File: config.mk
export PLATFORM = sky130hd
export DESIGN_NAME = spi_mnrch_param
export DESIGN_NICKNAME = d
export VERILOG_FILES = /design/src/rtl/spi_mnrch_param.sv
export SDC_FILE = /design/constraint.sdc
export NUM_CORES = 1
export LEC_CHECK = 0
export ABC_AREA = 1
export CAP_MARGIN = 0
export CORE_MARGIN = 5
export CORE_UTILIZATION = 49
export DETAILED_ROUTE_END_ITERATION = 10
export PLACE_DENSITY = 0.89
export SLEW_MARGIN = 0
export SYNTH_ARGS = -nofsm -noshare
export SYNTH_HDL_FRONTEND = slang
export SYNTH_SLANG_ARGS = --single-unit
File: constraint.sdc
create_clock -name clk -period 2.1 [get_ports clk]
set_input_delay 0.63 -clock clk [delete_from_list [all_inputs] [get_ports clk]]
set_output_delay 0.63 -clock clk [all_outputs]
set_load 0.01 [all_outputs]
File: src/rtl/spi_mnrch_param.sv
// Parametrised SPI monarch: shifts a WIDTH-bit command out on MOSI (MSB first)
// while capturing a WIDTH-bit response from MISO. SCLK idles high, MISO is
// sampled on the SCLK rise, and the shift register advances at the end of each
// bit period. With hold set, SS_n stays low so the next frame can be chained.
module spi_mnrch_param #(
    parameter int WIDTH    = 16,
    parameter int SCLK_DIV = 32
) (
    input  logic             clk,
    input  logic             rst,
    input  logic             snd,
    input  logic [WIDTH-1:0] cmd,
    input  logic             hold,
    input  logic             rls,
    input  logic             MISO,
    output logic             SS_n,
    output logic             SCLK,
    output logic             MOSI,
    output logic             done,
    output logic             busy,
    output logic [WIDTH-1:0] resp
);

    localparam int HALF  = SCLK_DIV / 2;
    localparam int CNT_W = $clog2(SCLK_DIV);
    localparam int BIT_W = $clog2(WIDTH + 1);

    // Divider count at the last clock of the low phase / of the whole period.
    localparam logic [CNT_W-1:0] HALF_END = CNT_W'(HALF - 1);
    localparam logic [CNT_W-1:0] PER_END  = CNT_W'(SCLK_DIV - 1);
    localparam logic [BIT_W-1:0] LAST_BIT = BIT_W'(WIDTH);

    typedef enum logic [1:0] {
        IDLE  = 2'd0,
        FRONT = 2'd1,
        SHIFT = 2'd2,
        HOLD  = 2'd3
    } state_t;

    state_t             state, state_nxt;
    logic [WIDTH-1:0]   shreg, shreg_nxt;
    logic [CNT_W-1:0]   cnt, cnt_nxt;
    logic [BIT_W-1:0]   bit_cnt, bit_cnt_nxt;
    logic               miso_q, miso_nxt;
    logic               hold_q, hold_nxt;
    logic               ss_n_nxt, sclk_nxt, done_nxt;

    assign MOSI = shreg[WIDTH-1];
    assign resp = shreg;
    assign busy = (state == FRONT) || (state == SHIFT);

    // Next-state and next-value logic for every register in the block.
    always_comb begin
        // NOTE: every signal gets its hold value first so no path through the
        // case below can leave one unassigned and infer a latch.
        state_nxt   = state;
        shreg_nxt   = shreg;
        cnt_nxt     = cnt;
        bit_cnt_nxt = bit_cnt;
        miso_nxt    = miso_q;
        hold_nxt    = hold_q;
        ss_n_nxt    = SS_n;
        sclk_nxt    = SCLK;
        done_nxt    = done;

        case (state)
            IDLE, HOLD: begin
                if (snd) begin
                    // Start a frame; from HOLD SS_n is already low and stays low.
                    shreg_nxt   = cmd;
                    hold_nxt    = hold;
                    done_nxt    = 1'b0;
                    cnt_nxt     = '0;
                    bit_cnt_nxt = '0;
                    ss_n_nxt    = 1'b0;
                    sclk_nxt    = 1'b1;
                    state_nxt   = FRONT;
                end else if ((state == HOLD) && rls) begin
                    ss_n_nxt  = 1'b1;
                    state_nxt = IDLE;
                end
            end

            FRONT: begin
                if (cnt == HALF_END) begin
                    cnt_nxt   = '0;
                    sclk_nxt  = 1'b0;
                    state_nxt = SHIFT;
                end else begin
                    cnt_nxt = cnt + 1'b1;
                end
            end

            SHIFT: begin
                cnt_nxt = cnt + 1'b1;
                if (cnt == HALF_END) begin
                    // Rising edge of SCLK: capture MISO, MOSI is left alone.
                    sclk_nxt    = 1'b1;
                    miso_nxt    = MISO;
                    bit_cnt_nxt = bit_cnt + 1'b1;
                end else if (cnt == PER_END) begin
                    shreg_nxt = {shreg[WIDTH-2:0], miso_q};
                    cnt_nxt   = '0;
                    if (bit_cnt == LAST_BIT) begin
                        done_nxt  = 1'b1;
                        ss_n_nxt  = ~hold_q;
                        state_nxt = hold_q ? HOLD : IDLE;
                    end else begin
                        sclk_nxt = 1'b0;
                    end
                end
            end

            default: state_nxt = IDLE;
        endcase
    end

    // State and datapath registers with synchronous reset.
    always_ff @(posedge clk) begin
        // NOTE: sequential state uses non-blocking assignments so all registers
        // update together from values sampled before the edge.
        if (rst) begin
            state   <= IDLE;
            shreg   <= '0;
            cnt     <= '0;
            bit_cnt <= '0;
            miso_q  <= 1'b0;
            hold_q  <= 1'b0;
            SS_n    <= 1'b1;
            SCLK    <= 1'b1;
            done    <= 1'b0;
        end else begin
            state   <= state_nxt;
            shreg   <= shreg_nxt;
            cnt     <= cnt_nxt;
            bit_cnt <= bit_cnt_nxt;
            miso_q  <= miso_nxt;
            hold_q  <= hold_nxt;
            SS_n    <= ss_n_nxt;
            SCLK    <= sclk_nxt;
            done    <= done_nxt;
        end
    end

endmodule

* Yosys cells after proc, flatten, opt, wreduce, memory -nomap -nowiden
Index checks and enable logic that the tools add are counted.
Storage, ports and cells: word-level logic and storage cells 76, input bits 22, register bits after elaboration 33, output and inout bits 21
Cells by class: multiplexer cells 36, equal/unequal tests 15, reductions and logical operators 13, add/sub/neg operators 2, bitwise logic cells 1
Operators with widths (count):
- $mux W16 | 3
- $pmux W16 S2 | 1
- $mux W5 | 5
- $pmux W5 S3 | 1
- $reduce_and A5 Y1 | 3
- $mux W1 | 14
- $mux W2 | 7
- $add A5 B1 Y5 const B | 2
- $eq A5 B5 Y1 const B | 2
- $pmux W5 S2 | 1
- $ne A2 B1 Y1 const B | 4
- $reduce_and A4 Y1 | 2
- $ne A3 B3 Y1 const B | 2
- $pmux W2 S3 | 1
- $eq A5 B4 Y1 const B | 1
- $eq A2 B2 Y1 const B | 2
- $ne A2 B2 Y1 const B | 2
- $pmux W1 S2 | 2
- $reduce_and A2 Y1 | 2
- $ne A3 B1 Y1 const B | 1
- $pmux W1 S3 | 1
- $reduce_and A3 Y1 | 1
- $eq A2 B1 Y1 const B | 1
- $logic_not A2 Y1 | 1
- other kinds (5) | 5

* Logic depth before layout (Yosys ltp)
depth in word-level cells 5, depth in mapped cells 12, depth with buffers taken out 12

* Worst setup path after synthesis
No wires, ideal clock.
path type reg-to-reg, start register cnt[0], end register shreg[10] (netlist: resp[10]), buffers on the path 1, arrival 1.555 ns, cell stages (with the launch flop) 10, setup slack 0.429 ns, cell sequence dfxtp_1 -> ha_1 -> nand2_1 -> nor2_1 -> ha_1 -> nand2_4 -> nand2_4 -> nor2_8 -> buf_6 -> o211a_1
Between the ends: word-level cells in the longest chain between the ends 3, elaborated cells on any way between the ends 5, those cells by class eq/ne (4); reduce/logical (1)
Ends and longest elaborated chain:
- start, declared | line 42 | logic [CNT_W-1:0] cnt, cnt_nxt;
- start signal, assigned | line 135 | cnt <= cnt_nxt;
- $eq A5 B5 Y1 / $eq A5 B4 Y1 (equally long branches) | line 101, 96
- $ne A2 B1 Y1 (no line) / $ne A2 B2 Y1 (equally long branches)
- $reduce_and A4 Y1 (no line) *
- end signal, assigned | line 134 | shreg <= shreg_nxt;
- end, declared | line 41 | logic [WIDTH-1:0] shreg, shreg_nxt;
Every way passes the cells marked *; elsewhere a longest branch is shown, timed or not. A chain may end at the register's enable or synchronous reset.

* Worst setup path in the final report
start register state[0], end output port busy
Between the ends: word-level cells in the longest chain between the ends 2, elaborated cells on any way between the ends 3, those cells by class eq/ne (2); reduce/logical (1)
Ends and longest elaborated chain:
- start, declared | line 40 | state_t state, state_nxt;
- start signal, assigned | line 133 | state <= state_nxt;
- $eq A2 B1 Y1 / $eq A2 B2 Y1 (equally long branches) | line 50 | assign busy = (state == FRONT) || (state == SHIFT);
- $logic_or A1 B1 Y1 * | line 50
- end, declared | line 20 | output logic busy,
Marked as above.

==> results.json <==
{
  "crit_chain": "inv_1 > ha_1 > inv_1 > dlygate4sd2_1",
  "place_hpwl_um": 3050,
  "end_kind": "output port",
  "p_per_area_mw_per_mm2": 1460,
  "critPathSlowestCell": "dfxtp_1",
  "start_kind": "register",
  "tightestPinTransition_ns": 0.526,
  "slew_headroom_pct": 64.9,
  "final-seq-area_um2": 661,
  "crit_path_start": "state[0]$_SDFFE_PP0P_",
  "drt_iter0_drc": 73,
  "numPortBuffers": 42,
  "synth_area_mm2": 0.00181,
  "avgSynthCellArea_um2": 7.79,
  "fin_crit_ns": 1.94,
  "drive_gt1_share_pct": 12.8,
  "vias": 1667,
  "critical_path_class": "reg -> out",
  "antenna_found_initial": 0,
  "finalSetupTns_ns": 0,
  "design_area_mm2": 0.00240,
  "cts-root-buf": "clkbuf_8",
  "die_area_mm2": 0.00502,
  "pre_cts_ws_ns": 0.0828,
  "worst_slack_ns": 0.160,
  "syn_inst": 233,
  "synth_ff_type": "dfxtp_1",
  "worst-path-max-fanout": 2,
  "synth_warnings": 0,
  "initial_utilization_pct": 49.9,
  "top_layer": "met4",
  "rsz0062_at_grt": "false",
  "fmaxAchievable_mhz": 516,
  "via_per_inst": 5.05,
  "period_share_pct": 92.4,
  "die_x_um": 70.9,
  "drt_pass1_iterations": 4,
  "htreeDepth": 2,
  "min_path_cells": 2,
  "cts_buffers": 5,
  "r2r-end": "resp[15]$_SDFFE_PP0P_",
  "num_io_pins": 43,
  "grt_max_degree": 23,
  "synth-seq-area-share_pct": 36.4,
  "clock_skew_ns": 0.00469,
  "timing.rr.start": "cnt[0]$_SDFFE_PP0N_",
  "overflow": 0,
  "synthToLayoutAreaGrowth_pct": 32.3,
  "slew_violations": 0,
  "crit_path_frequent_cell": "inv_1",
  "clock_latency_ns": 0.29,
  "drc": 0,
  "synth_top_cell_by_area": "dfxtp_1",
  "drt_wl_total_um": 3960,
  "die_y_um": 70.9,
  "max_stage_delay_ns": 0.33,
  "path_clk_slew_ns": 0.07,
  "met2_length_um": 1880,
  "yosysUniqueCellTypes": 26,
  "fillers": 326,
  "cts_hold_repair.buffers": 0,
  "postCtsSetupBuffers": 0,
  "gp_congestion": 0.835,
  "async_reset_ff_share_pct": 0,
  "diodes": 0,
  "synth_area_leaders": "dfxtp_1 36%, nand2_1 14%, o211a_1 8.8%",
  "grt_pass1_wl_um": 6920,
  "drtAntennaViolNets": 0,
  "max-cap-violations": 0,
  "wl_per_cell_um": 12.0,
  "core-area_mm2": 0.00363,
  "syn_nets": 265,
  "ys_seq_elements": 33,
  "synth_top_area_share_pct": 36.4,
  "hold_viol": 0,
  "hp-class": "reg -> reg",
  "clk_path_buf_depth": 2,
  "p_leak_nw": 1.14,
  "cts_tree": "yes",
  "r2r_cells": 9,
  "grt_pass1_vias": 1674,
  "crit_end": "busy",
  "fin_nets": 313,
  "outcome": "finished clean",
  "worstPathArrival_ns": 1.31,
  "cts.sinks": 33,
  "wl_met3_um": 224,
  "synth-edff-count": 0,
  "r2r_setup_slack_ns": 0.20,
  "setup_viol": 0,
  "place_area_mm2": 0.00230,
  "multi_input_area_um2": 991,
  "required_ns": 1.47,
  "core.rowCount": 22,
  "m1WireLength_um": 1760,
  "track_usage_pct": 17.0,
  "ir_drop_uv": 836
}
state kept, by name, summed over array words and instances, names as in the netlist:
name     cells
resp        16
bit_cnt      5
cnt          5
state        2
SCLK         1
SS_n         1
done         1
hold_q       1
miso_q       1
final cells by class:
class	count	share of cell area (%)
sequential	33	27.5
multi-input combinational	168	41.3
inverter	21	3.39
tap	48	2.50
timing repair buffer	52	21.1
clock buffer	7	4.01
clock inverter	1	0.208
synthesized netlist by cell type, types with 4 or more instances:
| cell type | count |
|---|---|
| buf_6 | 4 |
| nand2_4 | 4 |
| inv_1 | 18 |
| a21oi_1 | 12 |
| o21ai_0 | 5 |
| nor2_1 | 11 |
| nand2_1 | 66 |
| buf_2 | 5 |
| nand3_1 | 24 |
| dfxtp_1 | 33 |
| ha_1 | 10 |
| o211a_1 | 16 |
power by group:
group          internal (mW)  switching, mW  leakage, nW
Clock                  0.296          0.230       0.0542
Sequential             0.827          0.143        0.271
Combinational          0.942           1.06        0.815
kinds of logic (layout without fill, tap and decap cells):
kind of cell | count (synthesis) | count (layout) | share of synthesized area [%]
buf+inv | 32 | 81 | 8.97
compound gates | 37 | 37 | 15.0
xor+xnor | 2 | 2 | 0.966
simple gates | 119 | 119 | 31.8
fa+ha+maj | 10 | 10 | 6.90
flops | 33 | 33 | 36.4
critical path: cells and delay by family, from the launching register on:
| family | cells | cell delay, ns |
|---|---|---|
| buffers and inverters | 3 | 0.39 |
| flip-flops | 1 | 0.33 |
| adder cells (fa/ha/maj) | 1 | 0.30 |
worst min path at each step:
stage,startpoint,to,slack [ns]
2_1_floorplan,cnt[3]$_SDFFE_PP0N_,cnt[3]$_SDFFE_PP0N_,0.44
4_1_cts,SCLK$_SDFFE_PP1P_,SCLK$_SDFFE_PP1P_,0.46
3_5_place_dp,SCLK$_SDFFE_PP1P_,SCLK$_SDFFE_PP1P_,0.45
3_3_place_gp,SCLK$_SDFFE_PP1P_,SCLK$_SDFFE_PP1P_,0.45
5_1_grt,SCLK$_SDFFE_PP1P_,SCLK$_SDFFE_PP1P_,0.48
6_report,SCLK$_SDFFE_PP1P_,SCLK$_SDFFE_PP1P_,0.46
cells in the final DEF, fill, tap and decap left out, types with 2 or more instances in the layout:
cell	count
nand2_1	66
clkdlybuf4s50_1	41
dfxtp_1	33
nand3_1	24
inv_1	18
o211a_1	16
a21oi_1	12
nor2_1	11
ha_1	10
buf_4	9
clkbuf_8	7
o21ai_0	5
nand2_4	4
nand3_2	3
nor2_2	3
nand4_1	3
inv_2	2
nand2_2	2
nor2_4	2
o21a_1	2
xor2_1	2
layer usage:
layer | track usage, % | up-vias
met1 | 19.5 | 744
met2 | 28.6 | 49
met4 | 9.19 | 0
met5 | 0 | -
met3 | 4.83 | 11
li1 | - | 863
through the flow:
| step | hold WS, ns | total power [mW] | utilization, % | instances |
|---|---|---|---|---|
| global placement | 0.446 | 2.95 | 63.3 | 322 |
| CTS | 0.465 | 3.54 | 66.1 | 330 |
| finish | 0.459 | 3.50 | 66.1 | 330 |
| detailed placement | 0.446 | 3.00 | 63.3 | 322 |
| global route | 0.483 | 3.78 | 66.1 | 330 |
| floorplan | 0.444 | 2.31 | - | 233 |
repair_timing:
| action | 4_1_cts | 5_1_grt |
|---|---|---|
| setup endpoints to repair | 1 | 0 |
| resized for setup | 1 | 0 |
| endpoints found under the hold margin | 0 | 0 |
Note: power is estimated with default switching activity, not from simulation.
